File: config.mk
export PLATFORM = sky130hd
export DESIGN_NAME = spi_target_flat
export DESIGN_NICKNAME = d
export VERILOG_FILES = /design/src/rtl/spi_target_pkg.sv /design/src/rtl/spi_target_if.sv /design/src/rtl/spi_target_synchronizer.sv /design/src/rtl/spi_target.sv /design/src/flat_wrapper.sv
export SDC_FILE = /design/constraint.sdc
export NUM_CORES = 1
export LEC_CHECK = 0
export ABC_CLOCK_PERIOD_IN_PS = 2400
export BUFFER_PORTS_ARGS = -buffer_cell sky130_fd_sc_hd__buf_4
export CORE_ASPECT_RATIO = 0.8
export CORE_UTILIZATION = 60
export CTS_BUF_LIST = sky130_fd_sc_hd__clkbuf_16
export DETAILED_ROUTE_END_ITERATION = 6
export PLACE_DENSITY = 0.95
export SETUP_SLACK_MARGIN = 0.5
export SYNTH_ARGS = -nofsm -noshare
export SYNTH_HDL_FRONTEND = slang
export SYNTH_SLANG_ARGS = --single-unit
File: constraint.sdc
create_clock -name clk -period 2.4 [get_ports clk]
set_input_delay 0.12 -clock clk [delete_from_list [all_inputs] [get_ports clk]]
set_output_delay 0.12 -clock clk [all_outputs]
set_load 0.005 [all_outputs]
File: src/rtl/spi_target_pkg.sv
// Shared constants and types for the SPI target block.
package spi_target_pkg;

    localparam int SPI_FRAME_BITS = 8;
    localparam logic [SPI_FRAME_BITS-1:0] SPI_TX_IDLE_BYTE = 8'h00;
    localparam int BIT_CNT_W = $clog2(SPI_FRAME_BITS);

    typedef enum logic {
        ST_IDLE   = 1'b0,
        ST_ACTIVE = 1'b1
    } spi_state_e;

endpackage

File: src/rtl/spi_target_if.sv
// SPI pin bundle plus the local byte-side handshake of the SPI target.
interface spi_target_if;
    import spi_target_pkg::*;

    logic                      sck;
    logic                      ss_n;
    logic                      mosi;
    logic                      miso;
    logic                      miso_oe;
    logic [SPI_FRAME_BITS-1:0] rx_data;
    logic                      rx_valid;
    logic [SPI_FRAME_BITS-1:0] tx_data;
    logic                      tx_valid;
    logic                      tx_ready;
    logic                      busy;
    logic                      underrun;
    logic                      underrun_clr;

    modport slave (
        input  sck, ss_n, mosi, tx_data, tx_valid, underrun_clr,
        output miso, miso_oe, rx_data, rx_valid, tx_ready, busy, underrun
    );

    modport master (
        output sck, ss_n, mosi, tx_data, tx_valid, underrun_clr,
        input  miso, miso_oe, rx_data, rx_valid, tx_ready, busy, underrun
    );

endinterface

File: src/rtl/spi_target_synchronizer.sv
// Single-bit flop-chain synchronizer with configurable depth and reset value.
module synchronizer #(
    parameter int   STAGES    = 2,
    parameter logic RESET_VAL = 1'b0
) (
    input  logic clk,
    input  logic rst_n,
    input  logic d,
    output logic q
);

    logic [STAGES-1:0] ff;

    always_ff @(posedge clk or negedge rst_n) begin
        if (!rst_n) begin
            ff <= {STAGES{RESET_VAL}};
        end else begin
            ff <= {ff[STAGES-2:0], d};
        end
    end

    assign q = ff[STAGES-1];

endmodule

File: src/rtl/spi_target.sv
// SPI mode-0 target: synchronized pins, byte shift registers, one-deep TX buffer.
// state     | meaning
// ST_IDLE   | target not selected, waiting for ss_n low
// ST_ACTIVE | selected, shifting on synchronized sck edges
module spi_target
    import spi_target_pkg::*;
#(
    parameter int SYNC_STAGES = 2
) (
    input logic         clk,
    input logic         rst_n,
    spi_target_if.slave bus
);

    localparam logic [BIT_CNT_W-1:0] LAST_BIT = BIT_CNT_W'(SPI_FRAME_BITS - 1);

    logic sck_s, ss_n_s, mosi_s, sck_q;
    logic rise, fall;

    synchronizer #(.STAGES(SYNC_STAGES), .RESET_VAL(1'b0)) u_sync_sck (
        .clk(clk), .rst_n(rst_n), .d(bus.sck), .q(sck_s)
    );
    synchronizer #(.STAGES(SYNC_STAGES), .RESET_VAL(1'b1)) u_sync_ss_n (
        .clk(clk), .rst_n(rst_n), .d(bus.ss_n), .q(ss_n_s)
    );
    synchronizer #(.STAGES(SYNC_STAGES), .RESET_VAL(1'b0)) u_sync_mosi (
        .clk(clk), .rst_n(rst_n), .d(bus.mosi), .q(mosi_s)
    );

    assign rise = sck_s & ~sck_q;
    assign fall = ~sck_s & sck_q;

    spi_state_e state_q, state_d;
    logic       enter;

    always_ff @(posedge clk or negedge rst_n) begin
        if (!rst_n) begin
            state_q <= ST_IDLE;
        end else begin
            state_q <= state_d;
        end
    end

    always_comb begin
        state_d = state_q;
        enter   = 1'b0;
        case (state_q)
            ST_IDLE: begin
                if (!ss_n_s) begin
                    state_d = ST_ACTIVE;
                    enter   = 1'b1;
                end
            end
            ST_ACTIVE: begin
                if (ss_n_s) state_d = ST_IDLE;
            end
            default: state_d = ST_IDLE;
        endcase
    end

    logic [SPI_FRAME_BITS-1:0] rx_shift, tx_shift, tx_buf, rx_data_q;
    logic [BIT_CNT_W-1:0]      bit_cnt;
    logic                      buf_full, buf_full_d, tx_ready_q;
    logic                      rx_valid_q, underrun_q;
    logic                      active, abort, shift_rise, shift_fall;
    logic                      load_tx, accept;

    // A deselect always outranks any sck edge seen in the same cycle.
    assign active     = (state_q == ST_ACTIVE) && !ss_n_s;
    assign abort      = (state_q == ST_ACTIVE) && ss_n_s;
    assign shift_rise = active && rise;
    assign shift_fall = active && fall;
    assign load_tx    = enter || (shift_fall && (bit_cnt == '0));
    assign accept     = bus.tx_valid && tx_ready_q;

    always_comb begin
        buf_full_d = buf_full;
        if (load_tx) buf_full_d = 1'b0;
        if (accept)  buf_full_d = 1'b1;
    end

    always_ff @(posedge clk or negedge rst_n) begin
        if (!rst_n) begin
            sck_q      <= 1'b0;
            rx_shift   <= '0;
            tx_shift   <= '0;
            tx_buf     <= '0;
            bit_cnt    <= '0;
            buf_full   <= 1'b0;
            tx_ready_q <= 1'b0;
            rx_data_q  <= '0;
            rx_valid_q <= 1'b0;
            underrun_q <= 1'b0;
        end else begin
            sck_q      <= sck_s;
            buf_full   <= buf_full_d;
            tx_ready_q <= ~buf_full_d;
            rx_valid_q <= 1'b0;

            if (accept) tx_buf <= bus.tx_data;

            if (load_tx) begin
                tx_shift <= buf_full ? tx_buf : SPI_TX_IDLE_BYTE;
            end else if (shift_fall) begin
                tx_shift <= {tx_shift[SPI_FRAME_BITS-2:0], 1'b0};
            end else if (abort) begin
                tx_shift <= '0;
            end

            if (enter || abort) begin
                bit_cnt  <= '0;
                rx_shift <= '0;
            end else if (shift_rise) begin
                bit_cnt  <= bit_cnt + 1'b1;
                rx_shift <= {rx_shift[SPI_FRAME_BITS-2:0], mosi_s};
                if (bit_cnt == LAST_BIT) begin
                    rx_data_q  <= {rx_shift[SPI_FRAME_BITS-2:0], mosi_s};
                    rx_valid_q <= 1'b1;
                end
            end

            if (load_tx && !buf_full) begin
                underrun_q <= 1'b1;
            end else if (bus.underrun_clr) begin
                underrun_q <= 1'b0;
            end
        end
    end

    assign bus.miso     = tx_shift[SPI_FRAME_BITS-1];
    assign bus.miso_oe  = ~ss_n_s;
    assign bus.rx_data  = rx_data_q;
    assign bus.rx_valid = rx_valid_q;
    assign bus.tx_ready = tx_ready_q;
    assign bus.busy     = (state_q == ST_ACTIVE);
    assign bus.underrun = underrun_q;

endmodule
File: src/flat_wrapper.sv
// flat-port wrapper written by rule: the top's interface ports become plain ports
module spi_target_flat import spi_target_pkg::*;
#(
    parameter int SYNC_STAGES = 2
)
  (clk, rst_n, bus_sck, bus_ss_n, bus_mosi, bus_tx_data, bus_tx_valid, bus_underrun_clr, bus_miso, bus_miso_oe, bus_rx_data, bus_rx_valid, bus_tx_ready, bus_busy, bus_underrun);
  spi_target_if bus_i ();
  input logic clk;
  input logic rst_n;
  input wire logic [$bits(bus_i.sck)-1:0] bus_sck;
  input wire logic [$bits(bus_i.ss_n)-1:0] bus_ss_n;
  input wire logic [$bits(bus_i.mosi)-1:0] bus_mosi;
  input wire logic [$bits(bus_i.tx_data)-1:0] bus_tx_data;
  input wire logic [$bits(bus_i.tx_valid)-1:0] bus_tx_valid;
  input wire logic [$bits(bus_i.underrun_clr)-1:0] bus_underrun_clr;
  output wire logic [$bits(bus_i.miso)-1:0] bus_miso;
  output wire logic [$bits(bus_i.miso_oe)-1:0] bus_miso_oe;
  output wire logic [$bits(bus_i.rx_data)-1:0] bus_rx_data;
  output wire logic [$bits(bus_i.rx_valid)-1:0] bus_rx_valid;
  output wire logic [$bits(bus_i.tx_ready)-1:0] bus_tx_ready;
  output wire logic [$bits(bus_i.busy)-1:0] bus_busy;
  output wire logic [$bits(bus_i.underrun)-1:0] bus_underrun;
  assign bus_i.sck = bus_sck;
  assign bus_i.ss_n = bus_ss_n;
  assign bus_i.mosi = bus_mosi;
  assign bus_i.tx_data = bus_tx_data;
  assign bus_i.tx_valid = bus_tx_valid;
  assign bus_i.underrun_clr = bus_underrun_clr;
  assign bus_miso = bus_i.miso;
  assign bus_miso_oe = bus_i.miso_oe;
  assign bus_rx_data = bus_i.rx_data;
  assign bus_rx_valid = bus_i.rx_valid;
  assign bus_tx_ready = bus_i.tx_ready;
  assign bus_busy = bus_i.busy;
  assign bus_underrun = bus_i.underrun;
  spi_target #(.SYNC_STAGES(SYNC_STAGES)) u_core (.clk(clk), .rst_n(rst_n), .bus(bus_i));
endmodule
* Word-level counts from Yosys, hierarchy flattened *
Index checks and enable logic that the tools add are counted.

storage, ports and cells
  output and inout bits = 14
  input bits = 15
  register bits after elaboration = 46
  logic and storage cells = 56

cells by class
  muxes and demuxes = 17
  equal/unequal tests = 1
  reduce and logical (&&, ||, !) cells = 16
  bitwise operators = 7
  add/subtract/negate cells = 1

operators with widths
  cell                                                            count
  8-bit two-way mux                                               4
  7-bit two-way mux                                               2
  1-bit two-way mux                                               9
  1-bit logical AND                                               7
  3-bit two-way mux                                               2
  1-bit inverter                                                  5
  2-bit nonzero test                                              2
  3-bit by 1-bit adder with 3-bit output (second input constant)  1
  3-bit == test (second input constant)                           1
  3-bit logical NOT                                               1
  3-bit AND reduction                                             1
  3-bit nonzero test                                              1
  1-bit AND                                                       2
  1-bit logical NOT                                               2
  1-bit logical OR                                                2

* Depth between registers and ports, before layout *
Gate-level depths: netlist of the first run.

  word-level depth = 8
  depth in mapped cells = 7

* By module *
Synthesis of the first run repeated with hierarchy kept, for this count alone.

second synthesis, totals
  cells, all modules = 154
  area, all modules = 2003.2 um2

modules (own cells, without submodules)
  module                                 cells an instance  area an instance (um2)  times used  sequential area each (um2)
  spi_target                             148                1850.5                  1           1001.0
  synchronizer (u_core.u_sync_mosi ...)  2                  50.0                    2           50.0
  synchronizer (u_core.u_sync_ss_n)      2                  52.6                    1           52.6

* Worst setup path before layout of the first run *
No wires, ideal clock.

  kind = register -> register
  start point = register u_core.u_sync_ss_n.ff[1]
  end point = register u_core.tx_shift[3]
  period minus slack after synthesis = 1.609 ns
  path buffers = 1
  cell stages (with the launch flop) = 7
  arrival = 1.527 ns
  slack = 0.791 ns
  data required time = 2.318 ns
  cells stage by stage = dfstp_2 -> inv_1 -> ha_1 -> and3b_1 -> buf_6 -> or3_4 -> a31oi_1

on the way
  longest elaborated chain between the ends = 6
  elaborated cells between the ends (all ways) = 11
  classes of those cells = mux (4); reduce/logical (7)

ends and longest elaborated chain
  element                                                            line                           source
  start, declared                                                    spi_target_synchronizer.sv:12  logic [STAGES-1:0] ff;
  start signal, assigned                                             spi_target_synchronizer.sv:16  ff <= {STAGES{RESET_VAL}};
  start signal, assigned                                             spi_target_synchronizer.sv:18  ff <= {ff[STAGES-2:0], d};
  1-bit logical NOT                                                  --
  1-bit logical AND                                                  spi_target.sv:69               assign active = (state_q == ST_ACTIVE) && !ss_n_s;
  1-bit logical AND                                                  spi_target.sv:72               assign shift_fall = active && fall;
  1-bit logical AND                                                  spi_target.sv:73               assign load_tx = enter || (shift_fall && (bit_cnt == '0));
  1-bit logical OR                                                   spi_target.sv:73
  3-bit nonzero test (no line) or 8-bit two-way mux (tied branches)  --
  end signal, assigned                                               spi_target.sv:103              tx_shift <= buf_full ? tx_buf : SPI_TX_IDLE_BYTE;
  end signal, assigned                                               spi_target.sv:105              tx_shift <= {tx_shift[SPI_FRAME_BITS-2:0], 1'b0};
  end, declared                                                      spi_target.sv:61               logic [SPI_FRAME_BITS-1:0] rx_shift, tx_shift, tx_buf, rx_data_q;

Parallel ways exist; a longest one is shown, timed or not.
A chain may end at the register's enable or synchronous reset.

* Final worst setup path of the first run *
  start point = register u_core.u_sync_ss_n.ff[1]
  end point = register u_core.tx_shift[2]

The elaborated chain is that of the path after synthesis.

==> results.md, run 1 <==
- Clk pwr share: 39.0%
- Switching share of power: 24.4%
- Drt pass-1 iters: 4
- Core Area: 3110 um2
- Slowest-stage cell, CP: dfstp_2
- Ant diodes: 0
- Power Internal: 1.50 mW
- Max-cap violations: 0
- Post-DR wirelength/cell: 18.4 um
- Place WS: 479 ps
- DR vias/cell: 6.01
- Peak Freq: 541 MHz
- Remaining Overflow, GRT: 0
- Final Worst Setup Slack: 550 ps
- CP Buf/Inv Count: 1
- Syn_nets: 174
- Min-delay worst type: in2reg
- Clock Skew: 2.34 ps
- DRC: 0
- Static Leak: 1.17 nW
- Final-stage net count: 209
- Die area: 3510 um2
- Total GRT Usage: 25.0%
- PortBufs: 28
- Unrepaired setup endpoints after global routing: no
- Synth top area cells: dfrtp_1 (56%), mux2_2 (9.2%), mux2i_1 (4.6%)
- Clk slew on worst S/H paths: 60 ps
- Antenna Violating Nets Remaining: 0
- Post-Syn Instances: 153
- CTS tree: done
- #FFs+latches synth: 46
- Final Hold Fails: 0
- Top cell family by delay on the critical path: simple AND/OR/NAND/NOR gates
- Post-synth EDFFs: 0
- H-tree levels: 2
- Initial antenna violation count: 0
- Tmin final: 1850 ps
- Clock tree buffer depth: 2
- Setup Viol. Count Final: 0
- Die Width: 66.0 um
- Die H: 53.2 um
- Initial Util: 63.2%
- Placed Instances: 214
- P_sw: 0.484 mW
- Stages on worst setup path: 5
- Ports: 29
- Clock root buffer master: clkbuf_16
- Area grow syn2layout: 24.4%
- Max stage delay on crit path: 540 ps
- Largest net degree at the start of global routing: 47
- Crit path max fanout: 16
- Netlist cell types: 32
- Global-route wire length before repair: 6110 um
- Post-Layout Inst Area: 2440 um2
- Clock Sinks: 46
- Synth area leader: dfrtp_1
- Inserted Clock Buffers: 5
- Critical path, cell by cell: inv_1 -> ha_1 -> and3b_2 -> or3_4 -> a31oi_1
- Vias in the first global route: 1,205
- Slew Limit Fails: 0
- Rel. slew slack: 61.4%
- Worst-margin pin slew: 578 ps
- DP Area: 2190 um2
- Gate power share: 12.8%
- Sequential element share of the synthesized area: 58.7%
- Period utilization: 77.1%
- CP Class: reg2reg
- Status: complete, no violations
- Vias: 1,377
- Max VDD drop: 954 uV
- Skew-Pair Late Insertion Delay: 280 ps
- Sequential Power Share: 48.2%
- Worst r2r path cells: 5
- Finished Layout Cells: 229
- Cell with the most instances after synthesis: dfrtp_1
- Drt total wl: 4220 um
- Critical Path Source Type: flop
- Starting DRT DRC Count: 79
- Power Total: 1.99 mW
- Ys flop type: dfrtp_1
- Synth cell count leaders: dfrtp_1 (44), mux2_2 (16), nor2b_1 (14)
- Crit path required time: 2590 ps
- Worst Setup End Kind: flop
- Final setup TNS: 0 ps
- Post-synth top area share: 56.0%
- Pwr/cell area: 813 nW/um2
- Placer Congestion: 0.786
- Synth Cell Area: 1970 um2
- DP Wirelength: 2490 um
- YS warnings: 0
- Layout cell share with drive strength beyond 1: 34.4%
- Worst Hold Depth: 2
- Ys async rst share: 100%
- Row count: 18
- Arr. time, crit path: 2040 ps
- Avg Inst Size Synth: 12.8 um2
## metrics by stage
| stage | util (%) | hold slack (ps) |
|---|---|---|
| finish | 78.7 | 24.2 |
| global route | 78.7 | 29.6 |
| CTS | 77.5 | 24.4 |
| detailed placement | 70.4 | 150 |
| global placement | 70.4 | 139 |
| floorplan | - | -176 |
## flip-flops by register name, summed over array words and instances, names as in the netlist
signal	cells
u_core.bus.rx_data	8
u_core.tx_buf	8
u_core.tx_shift	8
u_core.rx_shift	7
u_core.bit_cnt	3
u_core.u_sync_mosi.ff	2
u_core.u_sync_sck.ff	2
u_core.u_sync_ss_n.ff	2
u_core.buf_full	1
u_core.bus.busy	1
u_core.bus.rx_valid	1
u_core.bus.tx_ready	1
u_core.bus.underrun	1
u_core.sck_q	1
## area by class of cell
class	count	area, um2
Sequential cell	46	1150
Tap cell	40	50.0
Fill cell	162	663
Clock buffer	5	125
Inverter	7	26.3
Multi-Input combinational cell	93	772
Timing Repair Buffer	35	273
Clock inverter	3	45.0
## cell families after synthesis
group	synth area share, %
flops	58.7
simple gates	12.9
mux	13.7
compound gates	6.81
buf+inv	3.63
fa+ha+maj	3.82
xor+xnor	0.446
## placed cells by master, fill, tap and decap left out, types with 5 or more instances in the layout
| cell | count |
|---|---|
| a31oi_1 | 7 |
| buf_4 | 31 |
| clkbuf_16 | 5 |
| dfrtp_1 | 44 |
| ha_1 | 5 |
| inv_1 | 7 |
| mux2_2 | 16 |
| mux2i_1 | 9 |
| nor2b_1 | 14 |
## metal layers
metal  global-route usage [%]  wire (um)
met5                        0          0
met4                     10.3        139
met3                     6.03        238
met2                     38.4       2050
met1                     34.1       1790
## path summary, 6_finish.rpt
check | start | endpoint | slack [ps]
worst max-delay path | u_core.u_sync_ss_n.ff[1] | u_core.tx_shift[2] | 550
worst min-delay path | bus_underrun_clr | u_core.bus.underrun | 20
worst max register to register | u_core.u_sync_ss_n.ff[1] | u_core.tx_shift[2] | 550
worst min register to register | u_core.u_sync_mosi.ff[0] | u_core.u_sync_mosi.ff[1] | 350
max in group asynchronous | rst_n | u_core.u_sync_ss_n.ff[1] | 1640
min in group asynchronous | rst_n | u_core.tx_shift[4] | 370
## worst reg2reg max path: stages, from the launching register on
cell	delay [ps]
dfstp_2	540
inv_1	110
ha_1	230
and3b_2	310
or3_4	390
a31oi_1	180
## what timing repair did
action / 4_1_cts / 5_1_grt
pin swaps: 1 / 1
buffers inserted: 0 / 2
endpoints found under the setup margin: 8 / 25
hold endpoints to repair: 47 / 0
gates cloned: 1 / 0
hold buffers: 4 / 0
resized for setup: 1 / 5
## power groups by stage
stage	Sequential (mW)	Clock (mW)	Combinational (mW)
floorplan	0.927	0	0.169
global placement	0.949	0	0.222
detailed placement	0.960	0	0.235
CTS	0.950	0.777	0.244
global route	0.967	0.816	0.279
finish	0.959	0.775	0.254
(Power assumes the default switching activity.)
==> inputs of run 2 (changes only) <==
- ABC_CLOCK_PERIOD_IN_PS: 2400 -> 1700
- CORE_UTILIZATION: 60 -> 50
- PLACE_DENSITY: 0.95 -> 0.86
- clock period: 2.4 -> 1.7 ns (I/O delays scaled with it)
==> run 2 against run 1 <==
Net effect:
- worst hold slack improved by 4.0 ps
- setup slack got worse by 530 ps
- combinational power rose by 68%
- critical path type unchanged
- highest routed layer unchanged
- largest power group unchanged
- first-iteration DRC count is 120% higher
- largest cell class unchanged
- clock power rose by 63%
- flip-flop and latch count is the same
- non-clock buffer count increased by 11
- routed wire length grew 17%
- design area rose by 11%
==> results.md, run 2 (synthesis results as in run 1) <==
- H-tree levels: 2 (unchanged)
- DRC: 0 (unchanged)
- Power Total: 3.06 mW (was 1.99 mW)
- Gate power share: 14.0% (was 12.8%)
- Critical Path Source Type: flop (unchanged)
- Max-cap violations: 0 (unchanged)
- Final Hold Fails: 0 (unchanged)
- Ant diodes: 0 (unchanged)
- Final-stage net count: 220 (was 209)
- Post-DR wirelength/cell: 19.5 um (was 18.4 um)
- DP Wirelength: 2660 um (was 2490 um)
- Unrepaired setup endpoints after global routing: yes (was no)
- Setup Viol. Count Final: 0 (unchanged)
- Skew-Pair Late Insertion Delay: 290 ps (was 280 ps)
- Clock Skew: 3.79 ps (was 2.34 ps)
- Clock tree buffer depth: 2 (unchanged)
- Static Leak: 1.30 nW (was 1.17 nW)
- Die Width: 72.1 um (was 66.0 um)
- PortBufs: 28 (unchanged)
- Inserted Clock Buffers: 5 (unchanged)
- Initial Util: 54.8% (was 63.2%)
- Pwr/cell area: 1120 nW/um2 (was 813 nW/um2)
- Ports: 29 (unchanged)
- Remaining Overflow, GRT: 0 (unchanged)
- Placer Congestion: 0.838 (was 0.786)
- Starting DRT DRC Count: 175 (was 79)
- Min-delay worst type: in2reg (unchanged)
- Crit path required time: 1910 ps (was 2590 ps)
- Worst-margin pin slew: 562 ps (was 578 ps)
- Global-route wire length before repair: 7210 um (was 6110 um)
- Total GRT Usage: 23.7% (was 25.0%)
- Status: complete, no violations (unchanged)
- Row count: 19 (was 18)
- Arr. time, crit path: 1890 ps (was 2040 ps)
- Switching share of power: 24.4% (about the same)
- Clock Sinks: 46 (unchanged)
- Initial antenna violation count: 0 (unchanged)
- Rel. slew slack: 62.6% (was 61.4%)
- Crit path max fanout: 7 (was 16)
- Most frequent cells in the layout: dfrtp_1 (43), buf_4 (35), nor2b_1 (13), mux2i_1 (9) (was dfrtp_1 (44), buf_4 (31), mux2_2 (16), nor2b_1 (14), mux2i_1 (9))
- Core Area: 3590 um2 (was 3110 um2)
- Die H: 58.1 um (was 53.2 um)
- Worst Setup End Kind: flop (unchanged)
- Most common cell after layout, fill and taps aside: dfrtp_1 (unchanged)
- Post-Layout Inst Area: 2720 um2 (was 2440 um2)
- Layout cell share with drive strength beyond 1: 45.5% (was 34.4%)
- Drt total wl: 4930 um (was 4220 um)
- CP Class: reg2reg (unchanged)
- Vias: 1,466 (was 1,377)
- Die area: 4190 um2 (was 3510 um2)
- Power Internal: 2.31 mW (was 1.50 mW)
- Antenna Violating Nets Remaining: 0 (unchanged)
- Period utilization: 98.7% (was 77.1%)
- Clock root buffer master: clkbuf_16 (unchanged)
- Sequential Power Share: 44.7% (was 48.2%)
- Clk slew on worst S/H paths: 60 ps (about the same)
- Vias in the first global route: 1,457 (was 1,205)
- Fin Hold WS: 28.2 ps (was 24.2 ps)
- Tmin final: 1680 ps (was 1850 ps)
- P_sw: 0.747 mW (was 0.484 mW)
- Max VDD drop: 1140 uV (was 954 uV)
- Drt pass-1 iters: 4 (unchanged)
- CTS tree: done (unchanged)
- Fillers: 196 (was 162)
- Clk pwr share: 41.3% (was 39.0%)
- DP Area: 2270 um2 (was 2190 um2)
- Area grow syn2layout: 38.5% (was 24.4%)
- Peak Freq: 596 MHz (was 541 MHz)
- Slew Limit Fails: 0 (unchanged)
- DR vias/cell: 5.82 (was 6.01)
- Largest net degree at the start of global routing: 47 (unchanged)
[run 2: cell count changes in the layout (fill, tap and decap cells not counted), moves of 2 or more]
cell,before,now
mux2_2,16,8
nor3_1,4,0
inv_1,7,5
buf_6,0,5
a31oi_1,7,5
clkinvlp_4,2,0
mux2_4,0,8
a31oi_2,0,2
nor3_2,0,4
buf_4,31,35
[run 2: power by group through the flow]
stage	registers (mW)	clock network [mW]	logic (mW)
finish	1.37	1.26	0.427
global route	1.37	1.32	0.458
CTS	1.35	1.27	0.394
detailed placement	1.36	0	0.362
global placement	1.34	0	0.334
floorplan	1.31	0	0.253
[run 2: through the flow]
stage	util, %	worst slack (ps)	setup TNS [ps]	std cells
finish	75.8	22.2	0	252
global route	75.8	9.01	0	252
CTS	73.7	33.9	0	248
detailed placement	63.3	-10.5	-10.5	230
global placement	63.3	65.4	0	230
floorplan	-	119	0	153
[run 2: final timing paths]
path / startpoint / to / slack (ps) / depth (start not counted)
setup / recovery: u_core.u_sync_ss_n.ff[1] / u_core.tx_shift[3] / 20 / 5
hold / removal: bus_tx_data[3] / u_core.tx_buf[3] / 30 / 2
setup reg to reg: u_core.u_sync_ss_n.ff[1] / u_core.tx_shift[3] / 20 / 5
hold reg to reg: u_core.u_sync_mosi.ff[0] / u_core.u_sync_mosi.ff[1] / 350 / 0
max in group asynchronous: rst_n / u_core.bus.busy / 940 / 2
min in group asynchronous: rst_n / u_core.u_sync_mosi.ff[0] / 350 / 2
[run 2: cell type report]
class / count / area [um2] / area share [%]
clock buffer: 5 / 125 / 4.60
clock inverter: 3 / 68.8 / 2.53
inverter: 7 / 28.8 / 1.06
multi-input combinational: 93 / 896 / 32.9
sequential: 46 / 1150 / 42.4
tap: 52 / 65.1 / 2.39
timing repair buffer: 46 / 384 / 14.1
[run 2: timing repair]
item | in CTS | in global routing
resized for setup | 23 | 11
endpoints found under the hold margin | 48 | 0
pin swaps | 7 | 5
buffers inserted | 4 | 4
gates cloned | 1 | 0
endpoints found under the setup margin | 31 | 31
hold buffers | 5 | 0
[run 2: critical path, cell delays in order (launching register included)]
cell	delay, ps
dfstp_2	560
inv_4	60
ha_4	150
and3b_2	260
or3_4	390
a31oi_1	180
[run 2: routing by layer]
metal  vias to the layer above  share of wire [%]  track usage [%]
met5                         -                  0                0
met1                       738                 40             30.3
met3                        25                5.6             6.96
met4                         0                3.9             9.52
met2                        67                 50             38.5
li1                        636                  -                -
